### src/rtl/intersection_pkg.sv
// Shared state encodings and lamp decoding for the two-road intersection sequencer.
// Lamp vector order: {a_red, a_yellow, a_green, b_red, b_yellow, b_green, ped_walk}.
package intersection_pkg;

    typedef enum logic [3:0] {
        ST_FLASH  = 4'd0,
        ST_ARED_A = 4'd1,
        ST_A_RY   = 4'd2,
        ST_A_GRN  = 4'd3,
        ST_A_YEL  = 4'd4,
        ST_ARED_B = 4'd5,
        ST_B_RY   = 4'd6,
        ST_B_GRN  = 4'd7,
        ST_B_YEL  = 4'd8,
        ST_PED    = 4'd9
    } state_t;

    localparam int LAMP_W = 7;

    function automatic logic [LAMP_W-1:0] lamp_decode(input state_t s, input logic blink);
        logic [LAMP_W-1:0] l;
        l = '0;
        case (s)
            ST_FLASH:  l = {1'b0, blink, 1'b0, 1'b0, blink, 1'b0, 1'b0};
            ST_ARED_A: l = 7'b100_100_0;
            ST_A_RY:   l = 7'b110_100_0;
            ST_A_GRN:  l = 7'b001_100_0;
            ST_A_YEL:  l = 7'b010_100_0;
            ST_ARED_B: l = 7'b100_100_0;
            ST_B_RY:   l = 7'b100_110_0;
            ST_B_GRN:  l = 7'b100_001_0;
            ST_B_YEL:  l = 7'b100_010_0;
            ST_PED:    l = 7'b100_100_1;
            default:   l = '0;
        endcase
        return l;
    endfunction

endpackage

### src/rtl/intersection_ctrl_phase_timer.sv
// Loadable phase down-counter; saturates at zero, load has priority over hold.
module phase_timer #(
    parameter int CNT_W = 4
) (
    input  logic             clk,
    input  logic             rst,
    input  logic             load,
    input  logic [CNT_W-1:0] load_val,
    input  logic             hold,
    output logic             zero
);

    logic [CNT_W-1:0] r_cnt;

    always_ff @(posedge clk or posedge rst) begin
        if (rst) begin
            r_cnt <= '0;
        end else if (load) begin
            r_cnt <= load_val;
        end else if (!hold && (r_cnt != '0)) begin
            r_cnt <= r_cnt - 1'b1;
        end
    end

    assign zero = (r_cnt == '0);

endmodule

### src/rtl/intersection_ctrl.sv
// Two-road intersection sequencer: roads A/B plus pedestrian phase, flashing yellow when disabled.
// Moore machine; every lamp is decoded from the registered state and blink bit.
module intersection_ctrl
    import intersection_pkg::*;
#(
    parameter int CNT_W    = 4,
    parameter int T_GREEN  = 8,
    parameter int T_YELLOW = 2,
    parameter int T_REDYEL = 1,
    parameter int T_ALLRED = 2,
    parameter int T_PED    = 6
) (
    input  logic       clk,
    input  logic       rst,
    input  logic       enable,
    input  logic       req_a,
    input  logic       req_b,
    input  logic       ped_req,
    output logic       a_red,
    output logic       a_yellow,
    output logic       a_green,
    output logic       b_red,
    output logic       b_yellow,
    output logic       b_green,
    output logic       ped_walk,
    output logic [3:0] state_out
);

    state_t r_state;
    state_t w_next;
    logic   r_blink;
    logic   r_lat_a;
    logic   r_lat_b;
    logic   r_lat_p;

    logic             w_zero;
    logic             w_load;
    logic             w_hold;
    logic [CNT_W-1:0] w_load_val;
    logic [LAMP_W-1:0] w_lamps;

    phase_timer #(.CNT_W(CNT_W)) u_timer (
        .clk      (clk),
        .rst      (rst),
        .load     (w_load),
        .load_val (w_load_val),
        .hold     (w_hold),
        .zero     (w_zero)
    );

    always_ff @(posedge clk or posedge rst) begin
        if (rst) begin
            r_state <= ST_FLASH;
        end else begin
            r_state <= w_next;
        end
    end

    // Green is the only phase cut short when disabled; all others run out their timer.
    always_comb begin
        w_next = r_state;
        case (r_state)
            ST_FLASH:  if (w_zero && enable) w_next = ST_ARED_A;
            ST_ARED_A: if (w_zero) w_next = enable ? ST_A_RY : ST_FLASH;
            ST_A_RY:   if (w_zero) w_next = ST_A_GRN;
            ST_A_GRN: begin
                if (!enable || (w_zero && (r_lat_b || r_lat_p))) w_next = ST_A_YEL;
            end
            ST_A_YEL:  if (w_zero) w_next = enable ? ST_ARED_B : ST_FLASH;
            ST_ARED_B: if (w_zero) w_next = enable ? ST_B_RY : ST_FLASH;
            ST_B_RY:   if (w_zero) w_next = ST_B_GRN;
            ST_B_GRN: begin
                if (!enable || (w_zero && (r_lat_a || r_lat_p))) w_next = ST_B_YEL;
            end
            ST_B_YEL: begin
                if (w_zero) begin
                    if (!enable)     w_next = ST_FLASH;
                    else if (r_lat_p) w_next = ST_PED;
                    else             w_next = ST_ARED_A;
                end
            end
            ST_PED:    if (w_zero) w_next = enable ? ST_ARED_A : ST_FLASH;
            default:   w_next = ST_FLASH;
        endcase
    end

    // Timer reloads on every state entry and on each blink half-period inside FLASH.
    always_comb begin
        w_load_val = '0;
        case (w_next)
            ST_FLASH:             w_load_val = CNT_W'(T_YELLOW - 1);
            ST_ARED_A, ST_ARED_B: w_load_val = CNT_W'(T_ALLRED - 1);
            ST_A_RY, ST_B_RY:     w_load_val = CNT_W'(T_REDYEL - 1);
            ST_A_GRN, ST_B_GRN:   w_load_val = CNT_W'(T_GREEN - 1);
            ST_A_YEL, ST_B_YEL:   w_load_val = CNT_W'(T_YELLOW - 1);
            ST_PED:               w_load_val = CNT_W'(T_PED - 1);
            default:              w_load_val = '0;
        endcase
    end

    assign w_load = (w_next != r_state) || ((r_state == ST_FLASH) && w_zero && !enable);
    assign w_hold = ((r_state == ST_A_GRN) || (r_state == ST_B_GRN)) && w_zero;

    always_ff @(posedge clk or posedge rst) begin
        if (rst) begin
            r_blink <= 1'b0;
        end else if (r_state != ST_FLASH || w_next != ST_FLASH) begin
            r_blink <= 1'b0;
        end else if (w_zero && !enable) begin
            r_blink <= ~r_blink;
        end
    end

    // A new request in the same cycle as the clearing entry keeps the latch set.
    always_ff @(posedge clk or posedge rst) begin
        if (rst) begin
            r_lat_a <= 1'b0;
            r_lat_b <= 1'b0;
            r_lat_p <= 1'b0;
        end else begin
            r_lat_a <= req_a   || (r_lat_a && !((w_next == ST_A_GRN) && (r_state != ST_A_GRN)));
            r_lat_b <= req_b   || (r_lat_b && !((w_next == ST_B_GRN) && (r_state != ST_B_GRN)));
            r_lat_p <= ped_req || (r_lat_p && !((w_next == ST_PED) && (r_state != ST_PED)));
        end
    end

    assign w_lamps = lamp_decode(r_state, r_blink);
    assign {a_red, a_yellow, a_green, b_red, b_yellow, b_green, ped_walk} = w_lamps;
    assign state_out = r_state;

endmodule

### config.mk
export PLATFORM = sky130hd
export DESIGN_NAME = intersection_ctrl
export DESIGN_NICKNAME = d
export VERILOG_FILES = /design/src/rtl/intersection_pkg.sv /design/src/rtl/intersection_ctrl_phase_timer.sv /design/src/rtl/intersection_ctrl.sv
export SDC_FILE = /design/constraint.sdc
export NUM_CORES = 1
export LEC_CHECK = 0
export BUFFER_PORTS_ARGS = -buffer_cell sky130_fd_sc_hd__buf_4
export CORE_AREA = 3 3 51 77
export DETAILED_ROUTE_END_ITERATION = 8
export DIE_AREA = 0 0 54 80
export PLACE_DENSITY_LB_ADDON = 0.2
export SLEW_MARGIN = 40
export SYNTH_ARGS = -nofsm -noshare
export SYNTH_HDL_FRONTEND = slang
export SYNTH_SLANG_ARGS = --single-unit
### constraint.sdc
create_clock -name clk -period 3.7 [get_ports clk]
set_input_delay 0.185 -clock clk [delete_from_list [all_inputs] [get_ports clk]]
set_output_delay 0.185 -clock clk [all_outputs]
set_load 0.1 [all_outputs]
==> impl_metrics.tcl, run 1 <==
set metrics [dict create \
    antenna_found_initial 0 \
    cts-root-buf "clkbuf_8" \
    crit_chain "inv_1 -> ha_1 -> nor3b_2 -> and3_1 -> o21ai_0 -> nand3_1 -> or4b_1 -> a21o_1" \
    routedWlPerCell_um 15.4 \
    worst_hold_path.endpoint "r_lat_p$_DFF_PP0_" \
    rsz0062_at_grt "false" \
    place_ws_ns 1.00 \
    netlist_area_sq_um 993 \
    grt.busiest_layer "met2" \
    grtUsageTotal_pct 14.0 \
    postRouteWirelength_um 2810 \
    maxCapViolCount 0 \
    path_class "reg -> reg" \
    synth-compound-area-share_pct 25.3 \
    die_h_um 80 \
    num-fill-cells 337 \
    die_w_um 54 \
    ys_seq_area_share_pct 30.2 \
    synth.area.top_cells "dfrtp_1 (30%), nand2_1 (4.5%), a21oi_1 (4.0%), nand3_1 (4.0%), o21ai_0 (3.5%)" \
    synthMuxAreaShare_pct 1.01 \
    tightest_slew_ns 0.757 \
    drc 0 \
    grt_pass1_vias 929 \
    avgSynthCellArea_sq_um 7.76 \
    critPathMaxFanout 13 \
    setup_viol 0 \
    post-route-min-period_ns 2.75 \
    syn-num-nets 135 \
    ant_nets 0 \
    rows 26 \
    ys_types 41 \
    reg2reg_depth 8 \
    fin_tns_setup_ns 0 \
    min-delay-start "ped_req" \
    placed_cells 177 \
    layout.nets 148 \
    slew_headroom_pct 49.6 \
    r2r_slack_ns 0.95 \
    synth-simple-area-share_pct 33.0 \
    grtUsageMet1_pct 17.2 \
    ys_ff_latch 12 \
    grt_overflow_total 0 \
    fin_crit_sh_pct 74.3 \
    finClkSkew_ns 0.00809 \
    worst_slack_ns 0.952 \
    met3_usage_pct 2.06 \
    synth_top_area_cell "dfrtp_1" \
    yosys_warnings 0 \
    synth_top_family_by_area "simple AND/OR/NAND/NOR gates" \
    cts_inserted_buffers 3 \
    clock-sinks 12 \
    place_hpwl_um 2010 \
    cp-start-kind "register" \
    netlist_instances 128 \
    vias 1015 \
    io_buffers 16 \
    start_util_pct 29.6 \
    clkLatencyLatePin_ns 0.25 \
    grt_pass1_wl_um 4500 \
    h-tree-depth 1 \
    hold_viol 0 \
    cts_tree "yes" \
    hold_path_depth 2 \
    viasPerCell 5.58 \
    cp-end-kind "register" \
    areaGrowthSynthToFinish_pct 22.5 \
    timing.rr.end "r_lat_a$_DFF_PP0_" \
    boundaryPins 17 \
    cp.arrival_ns 2.88 \
    synth_xor_xnor_area_share_pct 0.882 \
    max_freq_ghz 0.364 \
    synth_fa_ha_area_share_pct 1.26 \
    stdcell_count 182 \
    clock_path_buffers 2 \
    drt-initial-drc-count 61 \
    min_path_type "in -> reg" \
    slowest_delay_ns 0.62 \
    core-area_sq_um 3350 \
    slowest_stage "nor3b_2" \
    cts.clk_slew.worst_paths_ns 0.06 \
    outcome "completed" \
    drive_above_1_share_pct 21.4 \
    gp_congestion 0.907 \
    finalMaxSlewViolations 0 \
    r2r-start "u_timer.r_cnt[0]$_DFFE_PP0P_" \
    die-area_sq_um 4320 \
    grt.met2_usage_pct 23.7 \
    grt_max_degree 26 \
    yosys.area.top_type_share_pct 30.2 \
    diodes 0 \
    path_delay_family "simple AND/OR/NAND/NOR gates" \
    critPathBufInv 1 \
    cp.required_ns 3.84 \
    dr.pass1.iters 4 \
]
==> area by class of cell <==
type	count	area [sq um]	share of cell area, %
inverter	9	33.8	2.77
sequential	12	300	24.7
clock buffer	4	55.1	4.52
timing repair buffer	18	138	11.3
multi-input combinational	97	638	52.4
tap	42	52.6	4.32
==> cell usage in the layout (no fill, tap or decap), types with 2 or more instances in the layout <==
cell type and instances:
a22oi_1 2, a21o_1 4, a31o_2 2, buf_4 17, dfrtp_1 12, and3_1 2, o21ai_0 7, clkbuf_8 4
nor2b_1 4, nand4_1 3, inv_1 9, nand2_1 12, nor2_1 7, o311a_1 2, nand3_1 8, a31oi_1 3
a21oi_1 8, o211ai_1 2, nor3_1 5, nand2b_1 3, nand3b_1 4
==> layer usage <==
layer / wire, um / vias to the layer above
met4: 48 / 0
li1: - / 494
met5: 0 / -
met3: 72 / 6
met1: 1170 / 494
met2: 1520 / 21
==> registers in the layout, summed over array words and instances (netlist names) <==
| name | flops |
|---|---|
| r_lat_b | 1 |
| r_lat_a | 1 |
| state_out | 4 |
| u_timer.r_cnt | 4 |
| r_blink | 1 |
| r_lat_p | 1 |
==> cells by family (layout without fill, tap and decap cells) <==
family	Yosys count	count (layout)
compound gates	37	37
xor+xnor	1	1
fa+ha+maj	1	1
buf+inv	19	31
flops	12	12
mux	1	1
simple gates	57	57
==> cells in the mapped netlist <==
cell,count
dfrtp_1,12
nand2_1,12
inv_1,9
a21oi_1,8
nand3_1,8
nor2_1,7
o21ai_0,7
clkbuf_1,5
nor3_1,5
a21o_1,4
nand3b_1,4
nor2b_1,4
a31oi_1,3
buf_2,3
nand2b_1,3
nand4_1,3
a22oi_1,2
a31o_2,2
and3_1,2
nor4bb_1,2
o211ai_1,2
o311a_1,2
a2111oi_0,1
a211oi_1,1
a21boi_0,1
a221oi_1,1
and2_1,1
and4b_1,1
buf_1,1
buf_6,1
ha_1,1
mux2i_1,1
nor3b_2,1
nor4_2,1
o221a_2,1
o221ai_1,1
o31ai_1,1
or2_2,1
or3b_1,1
or4b_1,1
xnor2_1,1
==> repair_timing <==
item | in CTS | in global routing
hold buffers | 1 | 0
endpoints found under the hold margin | 12 | 0
gates resized for setup | 0 | 0
buffers inserted | 0 | 0
==> through the flow <==
step           hold WS, ns  utilization, %  cell area (sq um)
2_1_floorplan       0.0497               -               1020
5_1_grt              0.117            36.3               1220
4_1_cts              0.111            36.3               1220
6_report             0.106            36.3               1220
3_5_place_dp         0.253            34.4               1150
3_3_place_gp         0.249            34.4               1150
==> worst max-delay path by stage <==
stage | slack [ns] | startpoint | endpoint | depth (start not counted)
finish | 0.95 | u_timer.r_cnt[0]$_DFFE_PP0P_ | r_lat_a$_DFF_PP0_ | 8
global route | 0.79 | u_timer.r_cnt[0]$_DFFE_PP0P_ | r_lat_a$_DFF_PP0_ | 8
CTS | 0.96 | u_timer.r_cnt[0]$_DFFE_PP0P_ | r_lat_a$_DFF_PP0_ | 8
detailed placement | 1.00 | u_timer.r_cnt[0]$_DFFE_PP0P_ | r_lat_a$_DFF_PP0_ | 8
global placement | 1.11 | u_timer.r_cnt[0]$_DFFE_PP0P_ | r_lat_a$_DFF_PP0_ | 8
floorplan | -0.15 | state_out[1]$_DFF_PP0_ | a_yellow | 4
Power of run 1 is left out: the tool's default activity adds up to more than one toggle a clock period on the data nets, which glitch-free logic cannot reach.
==> inputs of run 2 (changes only) <==
Settings changed: ABC_AREA set to 1, CORE_AREA 3 3 51 77 to 3 3 50 74, DIE_AREA 0 0 54 80 to 0 0 53 77.
Clock period 3.7 ns to 2.35 ns, I/O delays scaled along.
==> run 2 against run 1 <==
Maximum frequency up 32%. Worst hold slack got worse by 0.038 ns. Critical path type unchanged. Die area is 5.5% lower.
==> impl_metrics.tcl, run 2 <==
set metrics [dict create \
    outcome "completed" \
    antenna_found_initial 0 \
    synth_common_cells "nand2_1 (34), inv_1 (19), nand3_1 (14), nor2_1 (14), dfrtp_1 (12)" \
    postRouteWirelength_um 2590 \
    slew_headroom_pct 66.4 \
    routedWlPerCell_um 13.4 \
    areaGrowthSynthToFinish_pct 30.3 \
    rows 25 \
    yosys_warnings 0 \
    ff_latch_area_sq_um 315 \
    synth-compound-area-share_pct 9.28 \
    boundaryPins 17 \
    synth_top_family_by_area "simple AND/OR/NAND/NOR gates" \
    cp.required_ns 2.49 \
    setup_viol 0 \
    synth_edf_count 0 \
    ys_types 26 \
    viasPerCell 4.86 \
    die_h_um 77 \
    core-area_sq_um 3160 \
    clkLatencyLatePin_ns 0.24 \
    place_hpwl_um 2200 \
    maxCapViolCount 0 \
    fin_crit_sh_pct 88.7 \
    diodes 0 \
    clock-sinks 12 \
    worst_slack_ns 0.267 \
    clock_path_buffers 2 \
    die_w_um 53 \
    power.leakage_nw 0.613 \
    hold_viol 0 \
    synth_ff_type "dfrtp_1" \
    ctsResizeCount 0 \
    finClkSkew_ns 0.000817 \
    h-tree-depth 1 \
    start_util_pct 29.0 \
    synth.area.top_cells "dfrtp_1 (33%), nand2_1 (14%), inv_1 (7.8%), nand3_1 (7.6%), nor2_1 (5.7%)" \
    grt_pass1_wl_um 4370 \
    netlist_area_sq_um 917 \
    max_freq_ghz 0.480 \
    synth_top_area_cell "dfrtp_1" \
    fin_tns_setup_ns 0 \
    cts-root-buf "clkbuf_8" \
    netlist_instances 133 \
    vias 943 \
    grt_overflow_total 0 \
    synthMuxAreaShare_pct 0 \
    num-fill-cells 345 \
    io_buffers 16 \
    final_cell_mix "nand2_1 (34), inv_1 (18), buf_4 (16)" \
    cts.clk_slew.worst_paths_ns 0.05 \
    cp-start-kind "register" \
    grtUsageTotal_pct 14.6 \
    min_path_type "in -> reg" \
    path_class "reg -> reg" \
    drive_above_1_share_pct 29.9 \
    drc 0 \
    grt_max_degree 13 \
    die-area_sq_um 4080 \
    place_ws_ns 0.255 \
    post-route-min-period_ns 2.08 \
    cp.arrival_ns 2.22 \
    ant_nets 0 \
    finalMaxSlewViolations 0 \
    rsz0062_at_grt "false" \
    final_common_cell "nand2_1" \
    yosysMostFrequentCell "nand2_1" \
    synthArstFlopShare_pct 100 \
    dr.pass1.iters 4 \
    postLayoutCellArea_sq_um 1190 \
    critPathMaxFanout 8 \
    ir_worst_vdd_uv 813 \
    cts_tree "yes" \
    cts_inserted_buffers 3 \
    placed_area_sq_um 1130 \
    tightest_slew_ns 0.503 \
    avgSynthCellArea_sq_um 6.90 \
    drt-initial-drc-count 23 \
    gp_congestion 0.906 \
    multiInputGateArea_sq_um 563 \
    ys_ff_latch 12 \
    r2r_slack_ns 0.27 \
    synth_fa_ha_area_share_pct 1.36 \
    post-cts-setup-buffers 0 \
    ys_seq_area_share_pct 32.7 \
    synth-simple-area-share_pct 44.2 \
    whs_ns 0.0674 \
    p_total_mw 1.73 \
    syn-num-nets 140 \
    layout.nets 162 \
    yosys.area.top_type_share_pct 32.7 \
    synth_xor_xnor_area_share_pct 3.82 \
    power.density_nw_per_um2 1440 \
    cp-end-kind "register" \
    grt_pass1_vias 967 \
]
==> run 2: critical path, cell delays in order, from the launching register on <==
cell and delay, ns:
dfrtp_1 0.41, inv_1 0.07, ha_1 0.26, nand2_1 0.14, inv_1 0.26, nor2_1 0.07, nor2_1 0.15, nand3_1 0.09
nand2_1 0.07, inv_1 0.04, nand2_1 0.09, nor2_4 0.05, nand2_2 0.09, nand3_1 0.08, nand2_1 0.07, inv_1 0.04
==> run 2: path summary, 6_finish.rpt <==
path                                                      to  cells past startpoint                    startpoint
worst max-delay path            u_timer.r_cnt[2]$_DFFE_PP0P_                     15  u_timer.r_cnt[0]$_DFFE_PP0P_
worst min-delay path                       r_lat_p$_DFF_PP0_                      2                       ped_req
worst max register to register  u_timer.r_cnt[2]$_DFFE_PP0P_                     15  u_timer.r_cnt[0]$_DFFE_PP0P_
worst min register to register             r_lat_a$_DFF_PP0_                      2             r_lat_a$_DFF_PP0_
max in group asynchronous             state_out[0]$_DFF_PP0_                      3                           rst
min in group asynchronous                  r_lat_b$_DFF_PP0_                      3                           rst
==> run 2: cell families after synthesis <==
group | after synthesis
XOR/XNOR | 4
flip-flops | 12
AND/OR/NAND/NOR | 82
AO/OA/AOI/OAI | 13
adder cells (fa/ha/maj) | 1
buffers and inverters | 21
==> run 2: repair_timing <==
item / in CTS / in global routing
hold buffers: 1 / 0
endpoints found under the setup margin: 0 / 0
endpoints found under the hold margin: 12 / 0
==> run 2: where the power goes <==
group          total (mW)  switching, mW  internal (mW)
Combinational        1.15          0.842          0.308
Clock               0.228         0.0802          0.148
Sequential          0.347         0.0748          0.272
Total                1.73          0.997          0.729
==> run 2: cell type report <==
class | instances | share of cell area, %
Tap cell | 40 | 4.19
Inverter | 21 | 6.81
Timing Repair Buffer | 17 | 10.9
Multi-Input combinational cell | 100 | 47.1
Clock buffer | 4 | 4.61
Sequential cell | 12 | 26.4
==> run 2: routing by layer <==
layer | wire (um) | GRT usage [%] | share of wire (%) | vias up
li1 | - | - | - | 468
met1 | 957 | 14.7 | 37 | 440
met2 | 1440 | 26.4 | 56 | 26
met3 | 98 | 2.33 | 3.8 | 9
met4 | 94 | 8.95 | 3.6 | 0
met5 | 0 | 0 | 0 | -
==> run 2: per-stage QoR <==
stage,instances,utilization [%]
floorplan,133,-
global placement,189,35.8
detailed placement,189,35.8
CTS,194,37.8
global route,194,37.8
finish,194,37.8
Power figures use the tool's default switching activity.
==> inputs of run 3 (changes only) <==
Settings changed: BUFFER_PORTS_ARGS -buffer_cell sky130_fd_sc_hd__buf_4 to -buffer_cell sky130_fd_sc_hd__buf_2.
==> run 3 against run 2 <==
Core utilization shrank 1.7 points. Combinational power is essentially flat. Highest routed layer unchanged. Final area shrank 4.5%. Critical endpoint unchanged. Via count shrank 1.2%. Sequential power is essentially flat. Clock skew grew 0.0011 ns. Critical path type unchanged. Maximum frequency grew 0.54%.
==> impl_metrics.tcl, run 3 (synthesis results as in run 2) <==
set metrics [dict create \
    ant_nets 0 \
    grt_pass1_wl_um 4240 \
    cts.clk_slew.worst_paths_ns 0.05 \
    p_sw_mw 0.991 \
    ctsResizeCount 0 \
    cp.required_ns 2.48 \
    gp_congestion 0.874 \
    cts_inserted_buffers 3 \
    cp.arrival_ns 2.21 \
    hold_viol 0 \
    dr.pass1.iters 4 \
    layout.nets 162 \
    ir_worst_vdd_uv 799 \
    crit_path_end "u_timer.r_cnt[2]$_DFFE_PP0P_" \
    finClkSkew_ns 0.00193 \
    drc 0 \
    routedWlPerCell_um 13.4 \
    path_class "reg -> reg" \
    place_hpwl_um 2200 \
    drive_above_1_share_pct 29.4 \
    grt_pass1_vias 964 \
    cp-startpoint "u_timer.r_cnt[0]$_DFFE_PP0P_" \
    start_util_pct 29.0 \
    cp-end-kind "register" \
    clock_path_buffers 2 \
    grtUsageTotal_pct 14.3 \
    critPathMaxFanout 8 \
    grt_overflow_total 0 \
    setup_viol 0 \
    postRouteWirelength_um 2590 \
    power.leakage_nw 0.600 \
    post-cts-setup-buffers 0 \
    areaGrowthSynthToFinish_pct 24.4 \
    reg2reg_depth 15 \
    whs_ns 0.0777 \
    viasPerCell 4.83 \
    final_cell_mix "nand2_1 (34), inv_1 (18), buf_2 (16)" \
    cts_tree "yes" \
    min_path_type "in -> reg" \
    holdBufCountCts 1 \
    tightest_slew_ns 0.504 \
    die-area_sq_um 4080 \
    grt_max_degree 13 \
    max_freq_ghz 0.483 \
    die_h_um 77 \
    antenna_found_initial 0 \
    clkPwrFrac_pct 11.3 \
    io_buffers 16 \
    cp-start-kind "register" \
    h-tree-depth 1 \
    diodes 0 \
    p_int_mw 0.661 \
    drt-initial-drc-count 12 \
    post-route-min-period_ns 2.07 \
    finalMaxSlewViolations 0 \
    rsz0062_at_grt "false" \
    die_w_um 53 \
    cts-root-buf "clkbuf_8" \
    power.share.switching_pct 60.0 \
    clock-sinks 12 \
    vias 932 \
    outcome "completed" \
    final_common_cell "nand2_1" \
    power.density_nw_per_um2 1450 \
    fin_tns_setup_ns 0 \
    timing.rr.end "u_timer.r_cnt[2]$_DFFE_PP0P_" \
    boundaryPins 17 \
    r2r_slack_ns 0.28 \
    fin_crit_sh_pct 88.2 \
    r2r-start "u_timer.r_cnt[0]$_DFFE_PP0P_" \
    core-area_sq_um 3160 \
    clkLatencyLatePin_ns 0.24 \
    slew_headroom_pct 66.4 \
    maxCapViolCount 0 \
    rows 25 \
    pwr-share-seq_pct 21.0 \
    comb_power_share_pct 67.7 \
]
==> run 3: changes by cell type in the layout (fill, tap and decap cells not counted) <==
| cell | previous run | this run |
|---|---|---|
| buf_4 | 16 | 0 |
| clkbuf_8 | 4 | 3 |
| buf_2 | 0 | 16 |
==> run 3: how the worst min path moves through the flow <==
stage                     startpoint                   to  cells after the start
after floorplan                  rst  r_blink$_DFFE_PP0P_                      1
after global placement           rst    r_lat_a$_DFF_PP0_                      2
after detailed placement         rst    r_lat_a$_DFF_PP0_                      2
after CTS                      req_b    r_lat_b$_DFF_PP0_                      2
after global routing           req_b    r_lat_b$_DFF_PP0_                      2
final                          req_a    r_lat_a$_DFF_PP0_                      2
==> run 3: through the flow <==
stage                     instance area (sq um)  utilization, %  power, mW  cells  setup slack (ns)
after floorplan                             960               -       1.28    133            -0.107
after global placement                     1090            34.5       1.46    189             0.328
after detailed placement                   1090            34.5       1.47    189             0.264
after CTS                                  1140            36.1       1.67    193             0.256
after global routing                       1140            36.1       1.78    193            0.0477
final                                      1140            36.1       1.65    193             0.278
==> run 3: per-layer routing <==
layer | share of wire (%) | wire length, um | vias up | global-route usage, %
li1 | - | - | 465 | -
met1 | 36 | 942 | 444 | 13.7
met4 | 0.89 | 23 | 0 | 4.60
met5 | 0 | 0 | - | 0
met2 | 59 | 1530 | 19 | 28.2
met3 | 3.6 | 92 | 4 | 2.52
==> run 3: worst max-delay path, cell delays in order, from the launching register on <==
cell     delay, ns
dfrtp_1       0.40
inv_1         0.07
ha_1          0.26
nand2_1       0.14
inv_1         0.26
nor2_1        0.07
nor2_1        0.15
nand3_1       0.10
nand2_1       0.07
inv_1         0.03
nand2_1       0.09
nor2_4        0.06
nand2_2       0.09
nand3_1       0.07
nand2_1       0.07
inv_1         0.04
==> run 3: power groups by stage <==
stage | Combinational, mW | Clock (mW) | Sequential (mW)
2_1_floorplan | 0.823 | 0 | 0.454
3_3_place_gp | 1.11 | 0 | 0.347
3_5_place_dp | 1.12 | 0 | 0.352
4_1_cts | 1.13 | 0.195 | 0.348
5_1_grt | 1.23 | 0.200 | 0.354
6_report | 1.12 | 0.187 | 0.348
==> run 3: area by class of cell <==
cell class,count,area (sq um)
well taps,40,50.0
inverters,21,81.3
multi-input cells,100,563
repair buffers,17,90.1
fillers,341,2020
clock buffers,3,41.3
flip-flops and latches,12,315
